**src/rtl/branch_metric_unit.sv**
```systemverilog
// -----------------------------------------------------------------------------
// branch_metric_unit
//   Branch-metric unit for a Viterbi decoder front end. Each transfer carries
//   one rate-1/N soft symbol (N signed W-bit samples). The unit produces all
//   2^N branch metrics, normalised so the best metric is 0, and saturated to
//   MW unsigned bits. Soft (correlation) and hard (Hamming) modes are
//   selected per symbol. Three-stage pipeline with valid/ready flow control.
//
// Ports
//   CLK        clock, all logic on posedge
//   RST        synchronous reset, active-high
//   in_valid   in_sym/in_last/mode valid
//   in_ready   unit accepts a symbol this cycle
//   in_sym     N samples, sample i at bits [i*W +: W]
//   in_last    symbol is last of its frame
//   mode       0 = soft metrics, 1 = hard (Hamming) metrics
//   out_valid  out_bm/out_last valid
//   out_ready  downstream accepts
//   out_bm     metric for codeword k at bits [k*MW +: MW]
//   out_last   in_last delayed with its symbol
//   sym_count  output symbols transferred in the current frame
// -----------------------------------------------------------------------------
module branch_metric_unit #(
    parameter int W  = 8,
    parameter int N  = 2,
    parameter int MW = 10,
    parameter int CW = 16
) (
    input  logic                      CLK,
    input  logic                      RST,
    input  logic                      in_valid,
    output logic                      in_ready,
    input  logic [N*W-1:0]            in_sym,
    input  logic                      in_last,
    input  logic                      mode,
    output logic                      out_valid,
    input  logic                      out_ready,
    output logic [(1<<N)*MW-1:0]      out_bm,
    output logic                      out_last,
    output logic [CW-1:0]             sym_count
);

    localparam int K  = 1 << N;
    // Raw metric width: -2*r needs W+2 signed bits, summing N terms adds clog2(N).
    localparam int RW = W + 2 + $clog2(N);
    // One extra bit so raw - min can never wrap.
    localparam int DW = RW + 1;

    // Raw metric of codeword k; bit i of k is the expected code bit for sample i.
    function automatic logic signed [RW-1:0] raw_metric(input logic [N*W-1:0] sym,
                                                        input logic           hard,
                                                        input int             k);
        logic signed [RW-1:0] acc;
        logic signed [RW-1:0] rx;
        logic signed [W-1:0]  r;
        logic [N-1:0]         kb;
        acc = '0;
        kb  = N'(k);
        for (int i = 0; i < N; i++) begin
            r  = sym[i*W +: W];
            rx = {{(RW-W){r[W-1]}}, r};
            if (hard) begin
                // Hard decision: r >= 0 decodes as 1, so h_i is the inverted sign bit.
                acc = acc + RW'(kb[i] ^ ~r[W-1]);
            end else if (kb[i]) begin
                acc = acc - (rx <<< 1);
            end
        end
        return acc;
    endfunction

    // Clamp a non-negative normalised metric to the MW-bit output range.
    function automatic logic [MW-1:0] sat_metric(input logic signed [DW-1:0] d);
        logic [63:0] du;
        du = 64'(unsigned'(d));
        if (du > ((64'd1 << MW) - 64'd1)) begin
            return '1;
        end
        return du[MW-1:0];
    endfunction

    logic en;

    logic                 vld_p0_q, vld_p0_d;
    logic [N*W-1:0]       sym_p0_q, sym_p0_d;
    logic                 last_p0_q, last_p0_d;
    logic                 mode_p0_q, mode_p0_d;

    logic                 vld_p1_q, vld_p1_d;
    logic signed [RW-1:0] raw_p1_q [K];
    logic signed [RW-1:0] raw_p1_d [K];
    logic signed [RW-1:0] min_p1_q, min_p1_d;
    logic                 last_p1_q, last_p1_d;

    logic                 vld_p2_q, vld_p2_d;
    logic [K*MW-1:0]      bm_p2_q, bm_p2_d;
    logic                 last_p2_q, last_p2_d;

    logic [CW-1:0]        cnt_q, cnt_d;

    logic signed [RW-1:0] raw_c [K];
    logic signed [RW-1:0] min_c;

    assign en        = ~vld_p2_q | out_ready;
    assign in_ready  = en;
    assign out_valid = vld_p2_q;
    assign out_bm    = bm_p2_q;
    assign out_last  = last_p2_q;
    assign sym_count = cnt_q;

    // S2 combinational: raw metrics for every codeword and their minimum.
    always_comb begin
        for (int k = 0; k < K; k++) begin
            raw_c[k] = raw_metric(sym_p0_q, mode_p0_q, k);
        end
        min_c = raw_c[0];
        for (int k = 1; k < K; k++) begin
            if (raw_c[k] < min_c) begin
                min_c = raw_c[k];
            end
        end
    end

    always_comb begin
        vld_p0_d  = vld_p0_q;
        sym_p0_d  = sym_p0_q;
        last_p0_d = last_p0_q;
        mode_p0_d = mode_p0_q;
        vld_p1_d  = vld_p1_q;
        raw_p1_d  = raw_p1_q;
        min_p1_d  = min_p1_q;
        last_p1_d = last_p1_q;
        vld_p2_d  = vld_p2_q;
        bm_p2_d   = bm_p2_q;
        last_p2_d = last_p2_q;
        cnt_d     = cnt_q;

        if (en) begin
            // S1: capture the symbol and the mode it travels with.
            vld_p0_d  = in_valid;
            sym_p0_d  = in_sym;
            last_p0_d = in_last;
            mode_p0_d = mode;
            // S2: raw metrics and minimum.
            vld_p1_d  = vld_p0_q;
            raw_p1_d  = raw_c;
            min_p1_d  = min_c;
            last_p1_d = last_p0_q;
            // S3: normalise and saturate.
            vld_p2_d  = vld_p1_q;
            last_p2_d = last_p1_q;
            for (int k = 0; k < K; k++) begin
                bm_p2_d[k*MW +: MW] = sat_metric({raw_p1_q[k][RW-1], raw_p1_q[k]} -
                                                 {min_p1_q[RW-1], min_p1_q});
            end
        end

        if (vld_p2_q && out_ready) begin
            cnt_d = last_p2_q ? '0 : cnt_q + CW'(1);
        end
    end

    always_ff @(posedge CLK) begin
        if (RST) begin
            vld_p0_q  <= 1'b0;
            vld_p1_q  <= 1'b0;
            vld_p2_q  <= 1'b0;
            bm_p2_q   <= '0;
            last_p2_q <= 1'b0;
            cnt_q     <= '0;
        end else begin
            vld_p0_q  <= vld_p0_d;
            vld_p1_q  <= vld_p1_d;
            vld_p2_q  <= vld_p2_d;
            bm_p2_q   <= bm_p2_d;
            last_p2_q <= last_p2_d;
            cnt_q     <= cnt_d;
        end
    end

    // Inner stage data needs no reset; the valid bits qualify it.
    always_ff @(posedge CLK) begin
        sym_p0_q  <= sym_p0_d;
        last_p0_q <= last_p0_d;
        mode_p0_q <= mode_p0_d;
        raw_p1_q  <= raw_p1_d;
        min_p1_q  <= min_p1_d;
        last_p1_q <= last_p1_d;
    end

endmodule

```
**config.mk**
```make
export PLATFORM = sky130hd
export DESIGN_NAME = branch_metric_unit
export DESIGN_NICKNAME = d
export VERILOG_FILES = /design/src/rtl/branch_metric_unit.sv
export SDC_FILE = /design/constraint.sdc
export NUM_CORES = 1
export LEC_CHECK = 0
export CORE_ASPECT_RATIO = 1.75
export CORE_MARGIN = 1.5
export CORE_UTILIZATION = 41
export CTS_BUF_LIST = sky130_fd_sc_hd__clkbuf_2 sky130_fd_sc_hd__clkbuf_4 sky130_fd_sc_hd__clkbuf_8
export CTS_CLUSTER_SIZE = 30
export DETAILED_ROUTE_END_ITERATION = 16
export HOLD_SLACK_MARGIN = 0.03
export RECOVER_POWER = 25
export SLEW_MARGIN = 5
export SYNTH_ARGS = -nofsm -noshare
export SYNTH_HDL_FRONTEND = slang
export SYNTH_SLANG_ARGS = --single-unit
```
**constraint.sdc**
```tcl
create_clock -name CLK -period 10.7 [get_ports CLK]
set_input_delay 1.605 -clock CLK [delete_from_list [all_inputs] [get_ports CLK]]
set_output_delay 1.605 -clock CLK [all_outputs]
set_load 0.03 [all_outputs]
```
==> results of run 1 <==
==> final cells by class <==
| class | count | area, um^2 |
|---|---|---|
| clock buffer | 18 | 241 |
| clock inverter | 14 | 198 |
| fill | 1842 | 9670 |
| inverter | 83 | 313 |
| multi-input combinational | 626 | 4470 |
| sequential | 126 | 3180 |
| tap | 241 | 302 |
| timing repair buffer | 84 | 820 |
==> sequential cells by signal, summed over array words and instances (netlist names) <==
signal / count
out_bm: 40
raw_p1_q: 36
sym_count: 16
sym_p0_q: 16
min_p1_q: 11
last_p0_q: 1
last_p1_q: 1
mode_p0_q: 1
out_last: 1
out_valid: 1
vld_p0_q: 1
vld_p1_q: 1
==> worst max path at each step <==
stage | from | to | cells after the start
floorplan | mode_p0_q$_DFFE_PP_ | min_p1_q[10]$_DFFE_PP_ | 35
global placement | mode_p0_q$_DFFE_PP_ | min_p1_q[10]$_DFFE_PP_ | 30
detailed placement | mode_p0_q$_DFFE_PP_ | min_p1_q[10]$_DFFE_PP_ | 30
CTS | mode_p0_q$_DFFE_PP_ | min_p1_q[10]$_DFFE_PP_ | 30
global route | mode_p0_q$_DFFE_PP_ | min_p1_q[10]$_DFFE_PP_ | 30
finish | mode_p0_q$_DFFE_PP_ | min_p1_q[10]$_DFFE_PP_ | 30
==> critical path: cells and delay by family (launching register included) <==
kind                     cells  cell delay [ns]
multiplexers                 2             0.81
AND/OR/NAND/NOR             10             2.24
adder cells (fa/ha/maj)      4             1.16
AO/OA/AOI/OAI               12             3.41
XOR/XNOR                     1             0.21
flip-flops                   1             0.71
buffers and inverters        1             0.53
==> power breakdown <==
group | switching, mW | total (mW) | internal (mW)
Combinational | 0.737 | 1.27 | 0.533
Sequential | 0.0576 | 0.695 | 0.638
Clock | 0.189 | 0.464 | 0.275
Total | 0.983 | 2.43 | 1.45
==> cell usage after synthesis, drive strengths merged (6+ instances only) <==
cell type | count | share of area (%)
nor2b | 8 | 0.62
a211oi | 46 | 4.4
or3 | 7 | 0.54
nand4 | 8 | 0.62
nand2b | 13 | 1.0
fa | 6 | 1.5
and2 | 8 | 0.62
ha | 93 | 14
mux2 | 8 | 1.1
dfxtp | 60 | 15
xnor2 | 36 | 3.9
a21oi | 61 | 3.8
nor2 | 76 | 3.5
or2 | 9 | 0.70
mux2i | 10 | 1.2
o21ai | 36 | 2.2
o21bai | 12 | 1.1
nand2 | 68 | 3.2
a21o | 22 | 2.0
nand3 | 10 | 0.62
nor3 | 15 | 0.93
a31oi | 14 | 1.1
clkbuf | 21 | 0.98
edfxtp | 66 | 25
xor2 | 18 | 2.0
inv | 82 | 3.8
==> per-layer routing <==
metal,share of wire [%],vias up
li1,-,3217
met1,38,2852
met2,53,143
met3,3.3,51
met4,5.7,0
met5,0,-
==> cells by family after synthesis <==
family                     after synthesis  share of synthesized area [%]
buffers and inverters                  109                           5.28
and+or+nand+nor                        240                           13.9
muxes                                   18                           2.35
xor gates and xnor gates                54                           5.85
AOI/OAI and AO/OA                      214                           17.2
adders and majority gates              100                           16.0
DFF                                    126                           39.4
==> cell usage in the layout, fill, tap and decap left out, drive strengths merged, types with 3 or more instances in the layout <==
cell type,netlist,layout
dlygate4sd3,0,20
nand2b,13,13
clkdlybuf4s50,0,60
a21oi,61,61
and3,5,5
inv,82,82
clkinv,1,7
bufinv,0,5
nand3b,4,4
o21ai,36,36
nor2b,8,8
nand3,10,10
o21a,4,4
nor4,3,3
nand4,8,8
nor2,76,76
xnor2,36,36
mux2,8,8
a41oi,5,5
nand2,68,68
xor2,18,18
ha,93,93
a31oi,14,14
a21o,22,22
mux2i,10,10
clkbuf,21,21
o21bai,12,12
edfxtp,66,66
fa,6,6
and2,8,8
clkinvlp,0,3
nor3,15,15
or3,7,7
a211oi,46,46
or2,9,9
o211ai,3,3
dfxtp,60,60
==> metrics.md, run 1 <==
| Metric | Value |
|---|---|
| Placed Area | 9100 um^2 |
| Row count | 67 |
| Largest net degree at the start of global routing | 69 |
| TNS Setup | 0 ns |
| CP arrival | between 9 and 10 ns |
| All-layer global routing usage | 19.0% |
| Power density over cell area | about 260 nW/um^2 |
| Post-Route Utilization | 49.6% |
| NumNets Final | about 1100 |
| Core Region | 19200 um^2 |
| Overflow after GRT | 0 |
| Synth async-reset ratio | 0% |
| Library cells used by synthesis | 55 |
| Mapped Area | roughly 8100 um^2 |
| Die Wd | 109 um |
| CP startpoint kind | register |
| Cells after synthesis | 861 |
| Pins Over Slew Limit | 90 |
| Hold wc startpoint | last_p0_q$_DFFE_PP_ |
| Yosys reg bits | 126 |
| Failing checks | capacitance limit, slew limit |
| Seq/Total Area, Yosys | between 30% and 40% |
| DIE HEIGHT | ~190 um |
| First-pass GRT wire length | 29400 um |
| Critical Path RT | 10.91 ns |
| CTS root buf | clkbuf_8 |
| Worst path max stage delay | 0.73 ns |
| Busiest grt layer | met2 |
| Fmax | 0.107 GHz |
| Worst skew pair latency | approximately 0.45 ns |
| Status | complete, but fails checks |
| Synthesized Nets | 982 |
| Hold_buf cts | 0 |
| Routing usage on met1 | a little under a fifth |
| Layout cells sized above 1 | 4.84% |
| Synth Warn # | 0 |
| Post-synth EDFFs | 66 |
| Worst-path clk slew | 0.07 ns |
| CTS Buf Count | 17 |
| Grt met2 use | 34.7% |
| DRT antenna net count | 0 |
| Relative slew slack | -38.4% |
| Initial Util | approximately 42% |
| Htree depth | 4 |
| Post-layout worst setup margin | between 1 and 1.5 ns |
| Clk sink count | between 100 and 150 |
| CTS tree | built |
| Reg2Reg Setup Slack | 1.39 ns |
| Crit. End Element | register |
| Final worst-path cycle share | 87.0% |
| Tmin final | 9.31 ns |
| Leakage power | 4.02 nW |
| Worst R2R Path Depth | 30 |
| Final hold viol count | 0 |
| Vias in the first global route | 6044 |
| Setup Skew | 0.00745 ns |
| IR drop worst, VDD | 0.116 mV |
| Ant. Diodes | 0 |
| I/O pin cnt | 81 |
| Worst Path Class, Setup | reg2reg |
| Worst hold path type | reg2reg |
| Tot Pwr | 2.43 mW |
| Global placer's final weighted congestion | slightly below 0.9 |
| Vias | between 6000 and 7000 |
| GRT met3 Usage | 3.32% |
| Area delta synth->final | 17.9% |
| Post_cts resized | 0 |
| DR iter-0 viols | 306 |
| Max-cap violations | 2 |
| Post-DP HPWL | 14700 um |
| Wire length per cell | approximately 16 um |
| Final hold slack | 0.424 ns |
| Worst hold endpoint | last_p1_q$_DFFE_PP_ |
| Worst-path fanout max | 26 |
| Hold path depth | 0 |
| Final instance area | about 9500 um^2 |
| Setup-failing EPs final | 0 |
| Reg2reg start | mode_p0_q$_DFFE_PP_ |
| Critical-path top delay cell | o31ai_2 |
| RSZ-0062 raised after global routing | false |
| R2r endpoint | min_p1_q[10]$_DFFE_PP_ |
| Placed cells | 1160 |
| CTS max path bufs | 2 |
| Initial antenna violation count | 0 |
| Final WL | 18600 um |
| Via/cell ratio | 5.25 |
| # DRC | 0 |
| Full die area | 20600 um^2 |
| Postcts setup bufs | 0 |
| TritonRoute pass-1 iters | 6 |
| Post-Layout Cell Count | 1192 |
| Least-Margin Pin Slew | 2.08 ns |
| I/O Buffers | 80 |
| Mean Syn Cell Area | 9.38 um^2 |
| Main synth FF type | edfxtp_1 |
| Dpl ws | about 1.4 ns |
Power figures use the tool's default switching activity.
==> run 2: changes to the inputs <==
--- a/config.mk
+++ b/config.mk
@@ -7,7 +7,7 @@
 export LEC_CHECK = 0
 export CORE_ASPECT_RATIO = 1.75
 export CORE_MARGIN = 1.5
-export CORE_UTILIZATION = 41
+export CORE_UTILIZATION = 35
 export CTS_BUF_LIST = sky130_fd_sc_hd__clkbuf_2 sky130_fd_sc_hd__clkbuf_4 sky130_fd_sc_hd__clkbuf_8
 export CTS_CLUSTER_SIZE = 30
 export DETAILED_ROUTE_END_ITERATION = 16
==> run 2 against run 1 <==
- via count increased by 0.78%
- sequential power is essentially flat
- sequential cell count is the same
- the run still ends with capacitance limit, slew limit left
- worst setup slack better by 0.37 ns
- cell area is 0.41% higher
- maximum frequency up 4.1%
- highest routed layer unchanged
- wire length up 1.8%
- clock skew up 0.0064 ns
- cell count is 4.9% higher
- die area rose by 17%
- hold slack better by 0.0057 ns
==> metrics.md, run 2 (synthesis results as in run 1) <==
| Metric | Value |
|---|---|
| Largest net degree at the start of global routing | 88 |
| Worst hold endpoint | last_p1_q$_DFFE_PP_ |
| Post_cts resized | 0 |
| Layout cells sized above 1 | 5.57% |
| Hold_buf cts | 0 |
| Via/cell ratio | 5.05 |
| Initial Util | 35.7% |
| Worst R2R Path Depth | 32 |
| CP startpoint kind | register |
| Setup Skew | 0.0139 ns |
| DRT antenna net count | 0 |
| Setup-failing EPs final | 0 |
| Relative slew slack | -35.6% |
| Fmax | roughly 0.11 GHz |
| Largest register FFs | 40 |
| Status | complete, but fails checks |
| Final worst-path cycle share | roughly 84% |
| CTS root buf | clkbuf_8 |
| Clk sink count | 126 |
| Most frequent CP cell | a21o_1 |
| Most frequent cells in the layout | ha_1 (93), inv_1 (82), nor2_1 (76), nand2_1 (68), edfxtp_1 (66) |
| # DRC | 0 |
| Vias | between 6000 and 7000 |
| R2r endpoint | min_p1_q[10]$_DFFE_PP_ |
| Tmin final | 8.94 ns |
| TNS Setup | 0 ns |
| Reg2reg start | sym_p0_q[0]$_DFFE_PP_ |
| Commonest non-fill, non-tap cell in the layout | ha_1 |
| Die Wd | 118 um |
| Max-cap violations | 1 |
| Global placer's final weighted congestion | 0.922 |
| Worst skew pair latency | roughly 0.46 ns |
| Core Region | about 23000 um^2 |
| CTS max path bufs | 2 |
| Failing checks | capacitance limit, slew limit |
| Final hold slack | 0.430 ns |
| Hold path depth | 0 |
| Worst Path Class, Setup | reg2reg |
| Initial antenna violation count | 0 |
| I/O pin cnt | 81 |
| Post-DP HPWL | approximately 15000 um |
| Worst path max stage delay | 0.78 ns |
| First-pass GRT wire length | 30700 um |
| NumNets Final | 1059 |
| CTS tree | built |
| Critical Path Source | sym_p0_q[0]$_DFFE_PP_ |
| Full die area | 24000 um^2 |
| TritonRoute pass-1 iters | 4 |
| Critical-path top delay cell | o31ai_2 |
| Critical Path RT | about 11 ns |
| Row count | between 70 and 80 |
| Worst-path clk slew | 0.08 ns |
| Worst hold path type | reg2reg |
| Least-Margin Pin Slew | 2.03 ns |
| Pins Over Slew Limit | 46 |
| All-layer global routing usage | ~16% |
| Placed cells | 1219 |
| CTS Buf Count | 17 |
| Final WL | 19000 um |
| DR iter-0 viols | 274 |
| Post-Layout Cell Count | ~1300 |
| Leakage power | 4.02 nW |
| Area delta synth->final | 18.4% |
| I/O Buffers | 80 |
| DIE HEIGHT | 204 um |
| IR drop worst, VDD | 0.0741 mV |
| Worst-path fanout max | 15 |
| Hold wc startpoint | last_p0_q$_DFFE_PP_ |
| Wire length per cell | 15.2 um |
| RSZ-0062 raised after global routing | false |
| Power density over cell area | 251 nW/um^2 |
| Overflow after GRT | 0 |
| Reg2Reg Setup Slack | 1.76 ns |
| Postcts setup bufs | 0 |
| Ant. Diodes | 0 |
| Tot Pwr | 2.40 mW |
| Vias in the first global route | 6256 |
| Crit. End Element | register |
| Htree depth | 4 |
| Final hold viol count | 0 |
| CP arrival | 9.16 ns |
==> run 2: changes by cell type in the layout (fill, tap and decap cells not counted), moves of 3 or more <==
cell / before / now
clkinv_1: 5 / 0
clkbuf_4: 1 / 5
bufinv_16: 5 / 2
clkbuf_8: 17 / 20
clkinv_2: 1 / 4
==> run 2: where the power goes <==
| part | internal [mW] | leakage, nW | switching, mW |
|---|---|---|---|
| sequential | 0.638 | 1.16 | 0.0584 |
| combinational | 0.534 | 2.65 | 0.744 |
| clock | 0.237 | 0.211 | 0.187 |
==> run 2: cell type report <==
class	instances	area (um^2)
fillers	2335	13100
well taps	300	375
repair buffers	84	823
flip-flops and latches	126	3180
clock buffers	25	313
clock inverters	7	87.6
inverters	83	313
multi-input cells	626	4470
==> run 2: worst max path at each step <==
stage,end,slack [ns]
after floorplan,min_p1_q[10]$_DFFE_PP_,2.70
after global placement,min_p1_q[10]$_DFFE_PP_,1.90
after CTS,min_p1_q[10]$_DFFE_PP_,1.78
after detailed placement,min_p1_q[10]$_DFFE_PP_,1.78
after global routing,min_p1_q[10]$_DFFE_PP_,0.92
final,min_p1_q[10]$_DFFE_PP_,1.76
==> run 2: metrics by stage <==
stage	worst slack, ns	util [%]	area (um^2)
2_1_floorplan	2.70	-	8080
3_3_place_gp	1.90	40.5	9170
3_5_place_dp	1.78	40.5	9170
4_1_cts	1.78	42.3	9570
5_1_grt	0.925	42.2	9560
6_report	1.76	42.2	9560
==> run 2: metal layers <==
metal / global-route usage, % / share of wire (%) / vias up
li1: - / - / 3225
met3: 2.96 / 3.3 / 47
met2: 32.6 / 55 / 128
met1: 15.6 / 37 / 2912
met5: 0 / 0 / -
met4: 9.32 / 4.8 / 0
==> run 2: critical path, delay by kind of cell, from the launching register on <==
| family | cells | cell delay, ns |
|---|---|---|
| multiplexers | 2 | 0.81 |
| AO/OA/AOI/OAI | 13 | 3.59 |
| XOR/XNOR | 2 | 0.31 |
| buffers and inverters | 2 | 0.31 |
| flip-flops | 1 | 0.47 |
| AND/OR/NAND/NOR | 9 | 2.18 |
| adder cells (fa/ha/maj) | 4 | 1.04 |
==> run 3: changes to the inputs <==
==> constraint.sdc (replaced) <==
create_clock -name CLK -period 7.9 [get_ports CLK]
set_input_delay 1.185 -clock CLK [delete_from_list [all_inputs] [get_ports CLK]]
set_output_delay 1.185 -clock CLK [all_outputs]
set_load 0.03 [all_outputs]
==> run 3 against run 2 <==
- the run now ends clean
- clock-buffer cell count is the same
- die area is the same
- clock power grew 34%
- sequential power grew 35%
- global-route usage grew 0.30 points
- wire length grew 2.9%
- critical path depth is the same
- largest cell class unchanged
==> metrics.md, run 3 (synthesis results as in run 1) <==
| Metric | Value |
|---|---|
| Status | finished, final reports clean |
| Vias in the first global route | 6211 |
| Initial antenna violation count | 0 |
| CP startpoint kind | register |
| DR iter-0 viols | between 200 and 300 |
| Least-Margin Pin Slew | between 1 and 1.5 ns |
| Pins Over Slew Limit | 0 |
| Overflow after GRT | 0 |
| Final WL | a little under 20000 um |
| Metal1 wirelength | slightly above 7000 um |
| CTS Buf Count | 17 |
| Htree depth | 4 |
| Area delta synth->final | 19.8% |
| Global placer's final weighted congestion | 0.918 |
| DIE HEIGHT | 204 um |
| RSZ-0062 raised after global routing | false |
| Setup Skew | 0.0160 ns |
| Worst path max stage delay | roughly 0.46 ns |
| Commonest non-fill, non-tap cell in the layout | ha_1 |
| Die Wd | 118 um |
| Layout cells sized above 1 | 7.40% |
| Worst path buffer plus inverter count | 2 |
| Via/cell ratio | 5.01 |
| Worst-path clk slew | 0.07 ns |
| DRT antenna net count | 0 |
| Critical-path top delay cell | edfxtp_1 |
| Routed met2 length | 10900 um |
| Initial Util | between 30% and 40% |
| TNS Setup | 0 ns |
| Top delay family on crit path | compound AO/OA/AOI/OAI gates |
| I/O Buffers | 80 |
| Setup-failing EPs final | 0 |
| CP arrival | 7.60 ns |
| Post-Route Utilization | 42.7% |
| Worst-path fanout max | 9 |
| Crit. End Element | register |
| Post-DP HPWL | ~16000 um |
| All-layer global routing usage | between 10% and 20% |
| Largest net degree at the start of global routing | 89 |
| Ant. Diodes | 0 |
| NumNets Final | approximately 1100 |
| Met3 wire len | 551 um |
| Hold_buf cts | 0 |
| Largest register FFs | 40 |
| Most frequent cells in the layout | ha_1 (92), inv_1 (82), nor2_1 (76), nand2_1 (68), edfxtp_1 (66) |
| Max-cap violations | 0 |
| IR drop worst, VDD | 0.104 mV |
| Worst Path Class, Setup | reg2reg |
| Clk sink count | 126 |
| CTS tree | built |
| # DRC | 0 |
| Vias | 6313 |
| Tot Pwr | 3.27 mW |
| Row count | 73 |
| Worst skew pair latency | 0.45 ns |
| I/O pin cnt | 81 |
| Leakage power | 4.09 nW |
| Fmax | around 0.14 GHz |
| Power density over cell area | 338 nW/um^2 |
| CTS root buf | clkbuf_8 |
| Final worst-path cycle share | 93.6% |
| Final hold viol count | 0 |
| Worst hold path type | reg2reg |
| First-pass GRT wire length | 30900 um |
| Critical Path RT | between 8 and 9 ns |
| Most frequent CP cell | ha_1 |
| Wire length per cell | around 15 um |
| Full die area | 24000 um^2 |
| CTS max path bufs | 2 |
| Core Region | 22700 um^2 |
| Tmin final | between 7 and 8 ns |
| Max Used Layer | met4 |
| Relative slew slack | 29.9% |
| TritonRoute pass-1 iters | 4 |
run 3: changes by cell type in the layout (fill, tap and decap cells not counted), moves of 2 or more:
| cell | before | now |
|---|---|---|
| buf_4 | 2 | 12 |
| clkdlybuf4s50_1 | 60 | 62 |
| dlygate4sd3_1 | 20 | 18 |
| clkbuf_1 | 2 | 0 |
run 3: worst paths after layout:
| path | slack [ns] | startpoint | cells past startpoint | endpoint |
|---|---|---|---|---|
| max reg2reg | 0.50 | sym_p0_q[0]$_DFFE_PP_ | 32 | min_p1_q[10]$_DFFE_PP_ |
| max | 0.50 | sym_p0_q[0]$_DFFE_PP_ | 32 | min_p1_q[10]$_DFFE_PP_ |
| min reg2reg | 0.43 | last_p0_q$_DFFE_PP_ | 0 | last_p1_q$_DFFE_PP_ |
| min | 0.43 | last_p0_q$_DFFE_PP_ | 0 | last_p1_q$_DFFE_PP_ |
run 3: layout make-up:
type | count | area (um^2)
clock inverters | 7 | 88.8
inverters | 83 | 314
fillers | 2328 | 13000
flip-flops and latches | 126 | 3180
clock buffers | 25 | 307
multi-input cells | 626 | 4500
repair buffers | 93 | 902
well taps | 300 | 375
run 3: layer usage:
metal | up-vias | GRT usage, %
met1 | 2901 | 15.7
met4 | 0 | 10.8
met2 | 132 | 33.0
li1 | 3236 | -
met5 | - | 0
met3 | 44 | 2.65
run 3: per-stage QoR:
step | hold slack, ns | setup WS [ns] | area, um^2 | std cells
after floorplan | 0.400 | 0.0872 | 8080 | 861
after global routing | 0.434 | 0.0188 | 9670 | 1260
final | 0.428 | 0.503 | 9670 | 1260
after detailed placement | 0.407 | -0.0610 | 9230 | 1227
after global placement | 0.407 | 0.103 | 9230 | 1227
after CTS | 0.430 | 0.0384 | 9630 | 1259
run 3: timing repair:
item                       in CTS  in global routing
pin swaps                       0                  2
setup endpoints to repair       1                 11
gates resized for setup         1                  8
buffers inserted                0                  1
run 3: where the power goes:
part / internal (mW) / switching [mW]
Clock: 0.316 / 0.251
Combinational: 0.745 / 1.02
Sequential: 0.863 / 0.0791
Total: 1.92 / 1.35
